`src/rtl/plm_port_driver_pkg.sv`:
```
// ============================================================================
// Module  : plm_port_driver_pkg
// Brief   : Shared saladin definitions: PLM geometry and the grant payload.
// Revision: 1.0 - initial release
// ============================================================================
`default_nettype none

package plm_port_driver_pkg;

    localparam int DEF_NCONSUMERS  = 16;
    localparam int DEF_NBANKS      = 4;
    localparam int DEF_ADDR_WIDTH  = 16;
    localparam int DEF_VALUE_WIDTH = 8;

    localparam int LADDR_W         = DEF_ADDR_WIDTH - $clog2(DEF_NBANKS);
    localparam int VALUE_WIDTH     = DEF_VALUE_WIDTH;
    localparam int PLM_INPUT_WIDTH = LADDR_W + VALUE_WIDTH + 1;
    localparam int CID_W           = $clog2(DEF_NCONSUMERS);

    // Field order places the write flag in the LSB of the flattened vector.
    typedef struct packed {
        logic [LADDR_W-1:0]     local_addr;
        logic [VALUE_WIDTH-1:0] value;
        logic                   write;
    } plm_req_t;

endpackage

`default_nettype wire

```
`src/rtl/plm_port_if.sv`:
```
// ============================================================================
// Module  : plm_port_if
// Brief   : Grant, bank-port and read-response signals of one PLM port driver.
// Revision: 1.0 - initial release
// ============================================================================
`default_nettype none

interface plm_port_if #(
    parameter int CID_W       = plm_port_driver_pkg::CID_W,
    parameter int LADDR_W     = plm_port_driver_pkg::LADDR_W,
    parameter int VALUE_WIDTH = plm_port_driver_pkg::VALUE_WIDTH
);
    localparam int PLM_INPUT_WIDTH = LADDR_W + VALUE_WIDTH + 1;

    logic                       grant_valid;
    logic [CID_W-1:0]           grant_consumer;
    logic [PLM_INPUT_WIDTH-1:0] grant_plm;
    logic                       port_ready;

    logic                       mem_en;
    logic                       mem_we;
    logic [LADDR_W-1:0]         mem_addr;
    logic [VALUE_WIDTH-1:0]     mem_wdata;
    logic [VALUE_WIDTH-1:0]     mem_rdata;

    logic                       rsp_valid;
    logic                       rsp_ready;
    logic [CID_W-1:0]           rsp_consumer;
    logic [VALUE_WIDTH-1:0]     rsp_data;

    modport master (
        output grant_valid, grant_consumer, grant_plm, mem_rdata, rsp_ready,
        input  port_ready, mem_en, mem_we, mem_addr, mem_wdata,
        input  rsp_valid, rsp_consumer, rsp_data
    );

    modport slave (
        input  grant_valid, grant_consumer, grant_plm, mem_rdata, rsp_ready,
        output port_ready, mem_en, mem_we, mem_addr, mem_wdata,
        output rsp_valid, rsp_consumer, rsp_data
    );

endinterface

`default_nettype wire

```
`src/rtl/plm_rsp_fifo.sv`:
```
// ============================================================================
// Module  : plm_rsp_fifo
// Brief   : In-order response FIFO, any DEPTH, push and pop allowed when full.
// Revision: 1.0 - initial release
// ============================================================================
`default_nettype none

module plm_rsp_fifo
    import plm_port_driver_pkg::*;
#(
    parameter int DEPTH = 4,
    parameter int WIDTH = 12
) (
    input  wire logic                       clk,
    input  wire logic                       rst,
    input  wire logic                       i_push,
    input  wire logic [WIDTH-1:0]           i_push_data,
    input  wire logic                       i_pop,
    output logic      [WIDTH-1:0]           o_head,
    output logic                            o_empty,
    output logic      [$clog2(DEPTH+1)-1:0] o_count
);
    localparam int c_ptr_w = (DEPTH > 1) ? $clog2(DEPTH) : 1;
    localparam int c_cnt_w = $clog2(DEPTH + 1);

    logic [WIDTH-1:0]   r_mem [DEPTH];
    logic [c_ptr_w-1:0] r_wptr;
    logic [c_ptr_w-1:0] r_rptr;
    logic [c_cnt_w-1:0] r_count;

    // Explicit wrap keeps non-power-of-two depths correct.
    function automatic logic [c_ptr_w-1:0] f_next(input logic [c_ptr_w-1:0] p);
        return (int'(p) == DEPTH - 1) ? '0 : p + c_ptr_w'(1);
    endfunction

    always_ff @(posedge clk) begin
        if (rst) begin
            r_wptr  <= '0;
            r_rptr  <= '0;
            r_count <= '0;
        end else begin
            if (i_push) r_wptr <= f_next(r_wptr);
            if (i_pop)  r_rptr <= f_next(r_rptr);
            case ({i_push, i_pop})
                2'b10:   r_count <= r_count + c_cnt_w'(1);
                2'b01:   r_count <= r_count - c_cnt_w'(1);
                default: r_count <= r_count;
            endcase
        end
    end

    always_ff @(posedge clk) begin
        if (i_push) r_mem[r_wptr] <= i_push_data;
    end

    assign o_head  = r_mem[r_rptr];
    assign o_empty = (r_count == '0);
    assign o_count = r_count;

endmodule

`default_nettype wire

```
`src/rtl/plm_port_driver.sv`:
```
// ============================================================================
// Module  : plm_port_driver
// Brief   : Drives one PLM bank port from granted requests and returns read
//           data in order. Define PLM_PORT_STATS_EN for read/write counters.
// Revision: 1.0 - initial release
// ============================================================================
`default_nettype none

module plm_port_driver
    import plm_port_driver_pkg::*;
#(
    parameter int NCONSUMERS   = DEF_NCONSUMERS,
    parameter int NBANKS       = DEF_NBANKS,
    parameter int ADDR_WIDTH   = DEF_ADDR_WIDTH,
    parameter int VALUE_WIDTH  = DEF_VALUE_WIDTH,
    parameter int READ_LATENCY = 2,
    parameter int RSP_DEPTH    = 4
) (
    input  wire logic clk,
    input  wire logic reset,
`ifdef PLM_PORT_STATS_EN
    output logic [31:0] stat_reads,
    output logic [31:0] stat_writes,
`endif
    plm_port_if.slave bus
);
    localparam int          c_laddr_w = ADDR_WIDTH - $clog2(NBANKS);
    localparam int          c_cid_w   = $clog2(NCONSUMERS);
    localparam int          c_plm_w   = c_laddr_w + VALUE_WIDTH + 1;
    localparam int          c_rsp_w   = c_cid_w + VALUE_WIDTH;
    localparam int          c_cnt_w   = $clog2(RSP_DEPTH + 1);
    localparam int unsigned c_depth   = RSP_DEPTH;

    logic                   w_accept;
    logic                   w_write;
    logic                   w_pop;
    logic [c_laddr_w-1:0]   w_addr;
    logic [VALUE_WIDTH-1:0] w_value;
    logic [c_cnt_w-1:0]     w_fifo_count;
    logic                   w_fifo_empty;
    logic [c_rsp_w-1:0]     w_head;
    int unsigned            w_inflight;

    logic                   r_mem_en;
    logic                   r_mem_we;
    logic [c_laddr_w-1:0]   r_mem_addr;
    logic [VALUE_WIDTH-1:0] r_mem_wdata;
    logic [READ_LATENCY-1:0] r_tag_vld;
    logic [c_cid_w-1:0]     r_tag_cid [READ_LATENCY];

    assign w_write = bus.grant_plm[0];
    assign w_value = bus.grant_plm[VALUE_WIDTH:1];
    assign w_addr  = bus.grant_plm[c_plm_w-1 -: c_laddr_w];

    always_comb begin
        w_inflight = 0;
        for (int i = 0; i < READ_LATENCY; i++) w_inflight += 32'(r_tag_vld[i]);
    end

    // Every accepted read owns a FIFO slot from acceptance until it is popped.
    assign bus.port_ready = !reset && ((32'(w_fifo_count) + w_inflight) < c_depth);
    assign w_accept       = bus.grant_valid && bus.port_ready;

    always_ff @(posedge clk) begin
        if (reset) begin
            r_mem_en    <= 1'b0;
            r_mem_we    <= 1'b0;
            r_mem_addr  <= '0;
            r_mem_wdata <= '0;
        end else begin
            r_mem_en <= w_accept;
            r_mem_we <= w_accept && w_write;
            if (w_accept) begin
                r_mem_addr  <= w_addr;
                r_mem_wdata <= w_value;
            end
        end
    end

    assign bus.mem_en    = r_mem_en;
    assign bus.mem_we    = r_mem_we;
    assign bus.mem_addr  = r_mem_addr;
    assign bus.mem_wdata = r_mem_wdata;

    always_ff @(posedge clk) begin
        if (reset) begin
            r_tag_vld <= '0;
        end else begin
            r_tag_vld[0] <= w_accept && !w_write;
            for (int i = 1; i < READ_LATENCY; i++) r_tag_vld[i] <= r_tag_vld[i-1];
        end
    end

    always_ff @(posedge clk) begin
        r_tag_cid[0] <= bus.grant_consumer;
        for (int i = 1; i < READ_LATENCY; i++) r_tag_cid[i] <= r_tag_cid[i-1];
    end

    plm_rsp_fifo #(
        .DEPTH (RSP_DEPTH),
        .WIDTH (c_rsp_w)
    ) u_rsp_fifo (
        .clk         (clk),
        .rst         (reset),
        .i_push      (r_tag_vld[READ_LATENCY-1]),
        .i_push_data ({r_tag_cid[READ_LATENCY-1], bus.mem_rdata}),
        .i_pop       (w_pop),
        .o_head      (w_head),
        .o_empty     (w_fifo_empty),
        .o_count     (w_fifo_count)
    );

    // Head is masked while empty so stale storage never leaks after reset.
    assign bus.rsp_valid    = !w_fifo_empty;
    assign w_pop            = !w_fifo_empty && bus.rsp_ready;
    assign bus.rsp_consumer = w_fifo_empty ? '0 : w_head[c_rsp_w-1 -: c_cid_w];
    assign bus.rsp_data     = w_fifo_empty ? '0 : w_head[VALUE_WIDTH-1:0];

`ifdef PLM_PORT_STATS_EN
    logic [31:0] r_stat_reads;
    logic [31:0] r_stat_writes;

    always_ff @(posedge clk) begin
        if (reset) begin
            r_stat_reads  <= '0;
            r_stat_writes <= '0;
        end else if (w_accept) begin
            if (w_write) r_stat_writes <= r_stat_writes + 32'd1;
            else         r_stat_reads  <= r_stat_reads + 32'd1;
        end
    end

    assign stat_reads  = r_stat_reads;
    assign stat_writes = r_stat_writes;
`endif

endmodule

`default_nettype wire

```
`src/flat_wrapper.sv`:
```
// flat-port wrapper written by rule: the top's interface ports become plain ports
module plm_port_driver_flat import plm_port_driver_pkg::*;
#(
    parameter int NCONSUMERS   = DEF_NCONSUMERS,
    parameter int NBANKS       = DEF_NBANKS,
    parameter int ADDR_WIDTH   = DEF_ADDR_WIDTH,
    parameter int VALUE_WIDTH  = DEF_VALUE_WIDTH,
    parameter int READ_LATENCY = 2,
    parameter int RSP_DEPTH    = 4
)
  (clk, reset, bus_grant_valid, bus_grant_consumer, bus_grant_plm, bus_mem_rdata, bus_rsp_ready, bus_port_ready, bus_mem_en, bus_mem_we, bus_mem_addr, bus_mem_wdata, bus_rsp_valid, bus_rsp_consumer, bus_rsp_data);
  plm_port_if #(.CID_W(CID_W), .LADDR_W(LADDR_W), .VALUE_WIDTH(VALUE_WIDTH)) bus_i ();
  input  wire logic clk;
  input  wire logic reset;
  input wire logic [$bits(bus_i.grant_valid)-1:0] bus_grant_valid;
  input wire logic [$bits(bus_i.grant_consumer)-1:0] bus_grant_consumer;
  input wire logic [$bits(bus_i.grant_plm)-1:0] bus_grant_plm;
  input wire logic [$bits(bus_i.mem_rdata)-1:0] bus_mem_rdata;
  input wire logic [$bits(bus_i.rsp_ready)-1:0] bus_rsp_ready;
  output wire logic [$bits(bus_i.port_ready)-1:0] bus_port_ready;
  output wire logic [$bits(bus_i.mem_en)-1:0] bus_mem_en;
  output wire logic [$bits(bus_i.mem_we)-1:0] bus_mem_we;
  output wire logic [$bits(bus_i.mem_addr)-1:0] bus_mem_addr;
  output wire logic [$bits(bus_i.mem_wdata)-1:0] bus_mem_wdata;
  output wire logic [$bits(bus_i.rsp_valid)-1:0] bus_rsp_valid;
  output wire logic [$bits(bus_i.rsp_consumer)-1:0] bus_rsp_consumer;
  output wire logic [$bits(bus_i.rsp_data)-1:0] bus_rsp_data;
  assign bus_i.grant_valid = bus_grant_valid;
  assign bus_i.grant_consumer = bus_grant_consumer;
  assign bus_i.grant_plm = bus_grant_plm;
  assign bus_i.mem_rdata = bus_mem_rdata;
  assign bus_i.rsp_ready = bus_rsp_ready;
  assign bus_port_ready = bus_i.port_ready;
  assign bus_mem_en = bus_i.mem_en;
  assign bus_mem_we = bus_i.mem_we;
  assign bus_mem_addr = bus_i.mem_addr;
  assign bus_mem_wdata = bus_i.mem_wdata;
  assign bus_rsp_valid = bus_i.rsp_valid;
  assign bus_rsp_consumer = bus_i.rsp_consumer;
  assign bus_rsp_data = bus_i.rsp_data;
  plm_port_driver #(.NCONSUMERS(NCONSUMERS), .NBANKS(NBANKS), .ADDR_WIDTH(ADDR_WIDTH), .VALUE_WIDTH(VALUE_WIDTH), .READ_LATENCY(READ_LATENCY), .RSP_DEPTH(RSP_DEPTH)) u_core (.clk(clk), .reset(reset), .bus(bus_i));
endmodule
```
`config.mk`:
```
export PLATFORM = sky130hd
export DESIGN_NAME = plm_port_driver_flat
export DESIGN_NICKNAME = d
export VERILOG_FILES = /design/src/rtl/plm_port_driver_pkg.sv /design/src/rtl/plm_port_if.sv /design/src/rtl/plm_rsp_fifo.sv /design/src/rtl/plm_port_driver.sv /design/src/flat_wrapper.sv
export SDC_FILE = /design/constraint.sdc
export NUM_CORES = 1
export LEC_CHECK = 0
export BUFFER_PORTS_ARGS = -buffer_cell sky130_fd_sc_hd__buf_2
export CELL_PAD_IN_SITES_DETAIL_PLACEMENT = 2
export CELL_PAD_IN_SITES_GLOBAL_PLACEMENT = 2
export CORE_MARGIN = 2
export CORE_UTILIZATION = 31
export DETAILED_ROUTE_END_ITERATION = 8
export PLACE_DENSITY_LB_ADDON = 0.1
export SETUP_SLACK_MARGIN = 0.3
export SYNTH_ARGS = -nofsm -noshare
export SYNTH_HDL_FRONTEND = slang
export SYNTH_SLANG_ARGS = --single-unit
```
`constraint.sdc`:
```
create_clock -name clk -period 3.1 [get_ports clk]
set_input_delay 0.155 -clock clk [delete_from_list [all_inputs] [get_ports clk]]
set_output_delay 0.155 -clock clk [all_outputs]
set_load 0.005 [all_outputs]
```
==> out/results.tsv <==
metric	value	unit
clk-insertion-delay-late	0.35	ns
synth-seq-area-share	0.681	
synth_edf_count	48	
timing.rr.end	u_core.bus.mem_addr[1]$_SDFFE_PP0P_	
post_cts_buffers	0	
min_period	2.24	ns
synth_compound_area_frac	0.0422	
vias	2158	
drt_iter0_markers	37	
async_flop_share	0	
drt-total-wl	7770	um
leakage	1.67	nW
synth_area	3380	um2
io_pins	77	
via_per_inst	4.54	
ys_ff_latch	91	
rows	38	
grt_max_degree	26	
drtAntennaViolNets	0	
grt_pass1_vias	2325	
status	finished clean	
drive_gt1_frac	0.328	
fillCellCount	1160	
fin_worst_skew	0.00593	ns
synthCells	243	
drtPass1Iterations	4	
wl_per_cell	16.3	um
whs_path_depth	3	
worst-r2r-setup-slack	0.90	ns
drc	0	
cts.htree.levels	3	
cts.clk_slew.worst_paths	0.09	ns
report.final.setup_viol	0	
synth_mux_area_frac	0.0859	
core	10700	um2
antennaDiodeCount	0	
synth.net_count	291	
cp-start-kind	flop	
hold_path_class	input pin to flop	
gp_routability_congestion	0.642	
io_buffers	76	
ctsResizeCount	0	
crit_start	u_core.r_tag_vld[1]$_SDFF_PP0_	
cts_sinks	91	
synth_xor_area_frac	0.00519	
fmax	445	MHz
multi_input_area	982	um2
initial_utilization	0.314	
seqCellArea	2300	um2
synth.largest_area_cell	edfxtp_1	
ir_worst_vdd	301	uV
cts_tree	built	
fin_crit_sh	0.724	
required	2.94	ns
antenna_found_initial	0	
hold_end	u_core.bus.mem_addr[13]$_SDFFE_PP0P_	
worstPathArrival	2.09	ns
synth_top_family_by_area	simple AND/OR/NAND/NOR gates	
synth_ff_type	edfxtp_1	
synth_fa_ha_area_frac	0.0356	
yosys.area.top_type_share	0.427	
holdBufCountCts	8	
die_x	108	um
grt.total_usage	0.145	
slew_violations	0	
r2r_cells	6	
p_per_area	615	nW/um2
synth.distinct_cells	29	
cp-end-kind	primary output	
crit_fanout	25	
max_slew.worst_pin.slew	0.738	ns
yosysMostFrequentCell	edfxtp_1	
final_net_count	378	
timing.max_cap.violations	0	
fin_setup_tns	0	ns
synth.area.top_cells	edfxtp_1 (43%), dfxtp_1 (25%), mux4_2 (8.0%)	
grt_setup_unrepaired	no	
reg2reg_from	u_core.r_tag_vld[1]$_SDFF_PP0_	
maxSlewHeadroom	0.508	
grt_pass1_wl	12500	um
syn_avg_cell_area	13.9	um2
synthToLayoutAreaGrowth	25.3	%
fin_util	0.394	
critPathKind	flop to primary output	
die_y	108	um
hpwl	5300	um
hp-start	bus_grant_plm[22]	
yosys_warnings	0	
hold_violations	0	
dieArea	11700	um2
numCtsBuffers	9	
synth_common_cells	edfxtp_1 (48), dfxtp_1 (43), nand2_1 (23), nand3_1 (23), o21ai_1 (19)	
synthSimpleGateAreaFrac	0.122	
root_buffer	clkbuf_8	
cts.path.max_buffers	2	
grt-ovfl-total	0	
-- cells by family after synthesis --
| family | count (synthesis) |
|---|---|
| flops | 91 |
| simple gates | 78 |
| compound gates | 28 |
| buf+inv | 21 |
| mux | 14 |
| fa+ha+maj | 9 |
| xor+xnor | 2 |
-- worst max-delay path by stage --
stage | end | slack (ns) | cells after the start
2_1_floorplan | u_core.u_rsp_fifo.o_count[2]$_SDFFE_PP0P_ | 1.26 | 8
3_3_place_gp | u_core.bus.mem_addr[1]$_SDFFE_PP0P_ | 0.92 | 6
6_report | bus_port_ready | 0.86 | 6
4_1_cts | bus_port_ready | 0.82 | 6
3_5_place_dp | u_core.bus.mem_addr[1]$_SDFFE_PP0P_ | 0.88 | 6
5_1_grt | bus_port_ready | 0.74 | 6
-- registers in the layout (all words and copies together), names as in the netlist, 2 cells and up, named ones only --
signal / cells
u_core.u_rsp_fifo.r_wptr: 2
u_core.u_rsp_fifo.r_mem: 48
u_core.u_rsp_fifo.r_rptr: 2
u_core.u_rsp_fifo.o_count: 3
u_core.r_tag_cid: 8
u_core.bus.mem_wdata: 8
u_core.r_tag_vld: 2
u_core.bus.mem_addr: 14
-- per-stage QoR --
stage          cells  hold WS, ns  area (um2)  setup WS, ns  power [mW]
2_1_floorplan    243        0.183        3380          1.26        1.53
3_3_place_gp     451        0.257        3900         0.915        1.66
3_5_place_dp     451        0.260        3900         0.878        1.66
4_1_cts          475      0.00369        4230         0.822        2.66
5_1_grt          475      0.00541        4230         0.737        2.74
6_report         475       0.0211        4230         0.855        2.60
-- worst max-delay path, cell delays in order, from the launching register on --
cell	delay (ns)
dfxtp_1	0.39
ha_1	0.22
ha_1	0.27
nand3_1	0.09
buf_4	0.28
nor4b_1	0.31
buf_2	0.18
-- layout by cell type, fill, tap and decap left out, drive strengths merged, types with 2 or more instances in the layout --
master / netlist / routed
ha: 8 / 8
o21ai: 23 / 23
and2b: 3 / 3
nand3: 23 / 23
mux4: 12 / 12
and2: 5 / 5
nand2: 23 / 23
a21oi: 4 / 4
dlygate4sd3: 0 / 8
inv: 9 / 11
buf: 7 / 80
xor2: 2 / 2
nor2: 6 / 6
bufinv: 0 / 3
clkbuf: 5 / 9
edfxtp: 48 / 48
nor2b: 11 / 11
mux2i: 2 / 2
dfxtp: 43 / 43
nor4b: 2 / 2
or3: 2 / 2
-- power breakdown --
part           internal, mW  switching, mW  total, mW
Clock                 0.543          0.427      0.970
Sequential             1.31         0.0300       1.34
Combinational         0.149          0.144      0.293
-- cell type report --
class | instances | area share
clock buffer | 9 | 0.0293
clock inverter | 7 | 0.0293
inverter | 9 | 0.00798
multi-input combinational | 131 | 0.232
sequential | 91 | 0.544
tap | 140 | 0.0414
timing repair buffer | 88 | 0.116
-- layer usage --
metal	GRT usage	up-vias	routed length, um
met3	0.0542	8	558
met1	0.169	1047	3270
met2	0.240	59	3810
met5	0	-	0
li1	-	1044	-
met4	0.0614	0	132
Power figures use the tool's default switching activity.
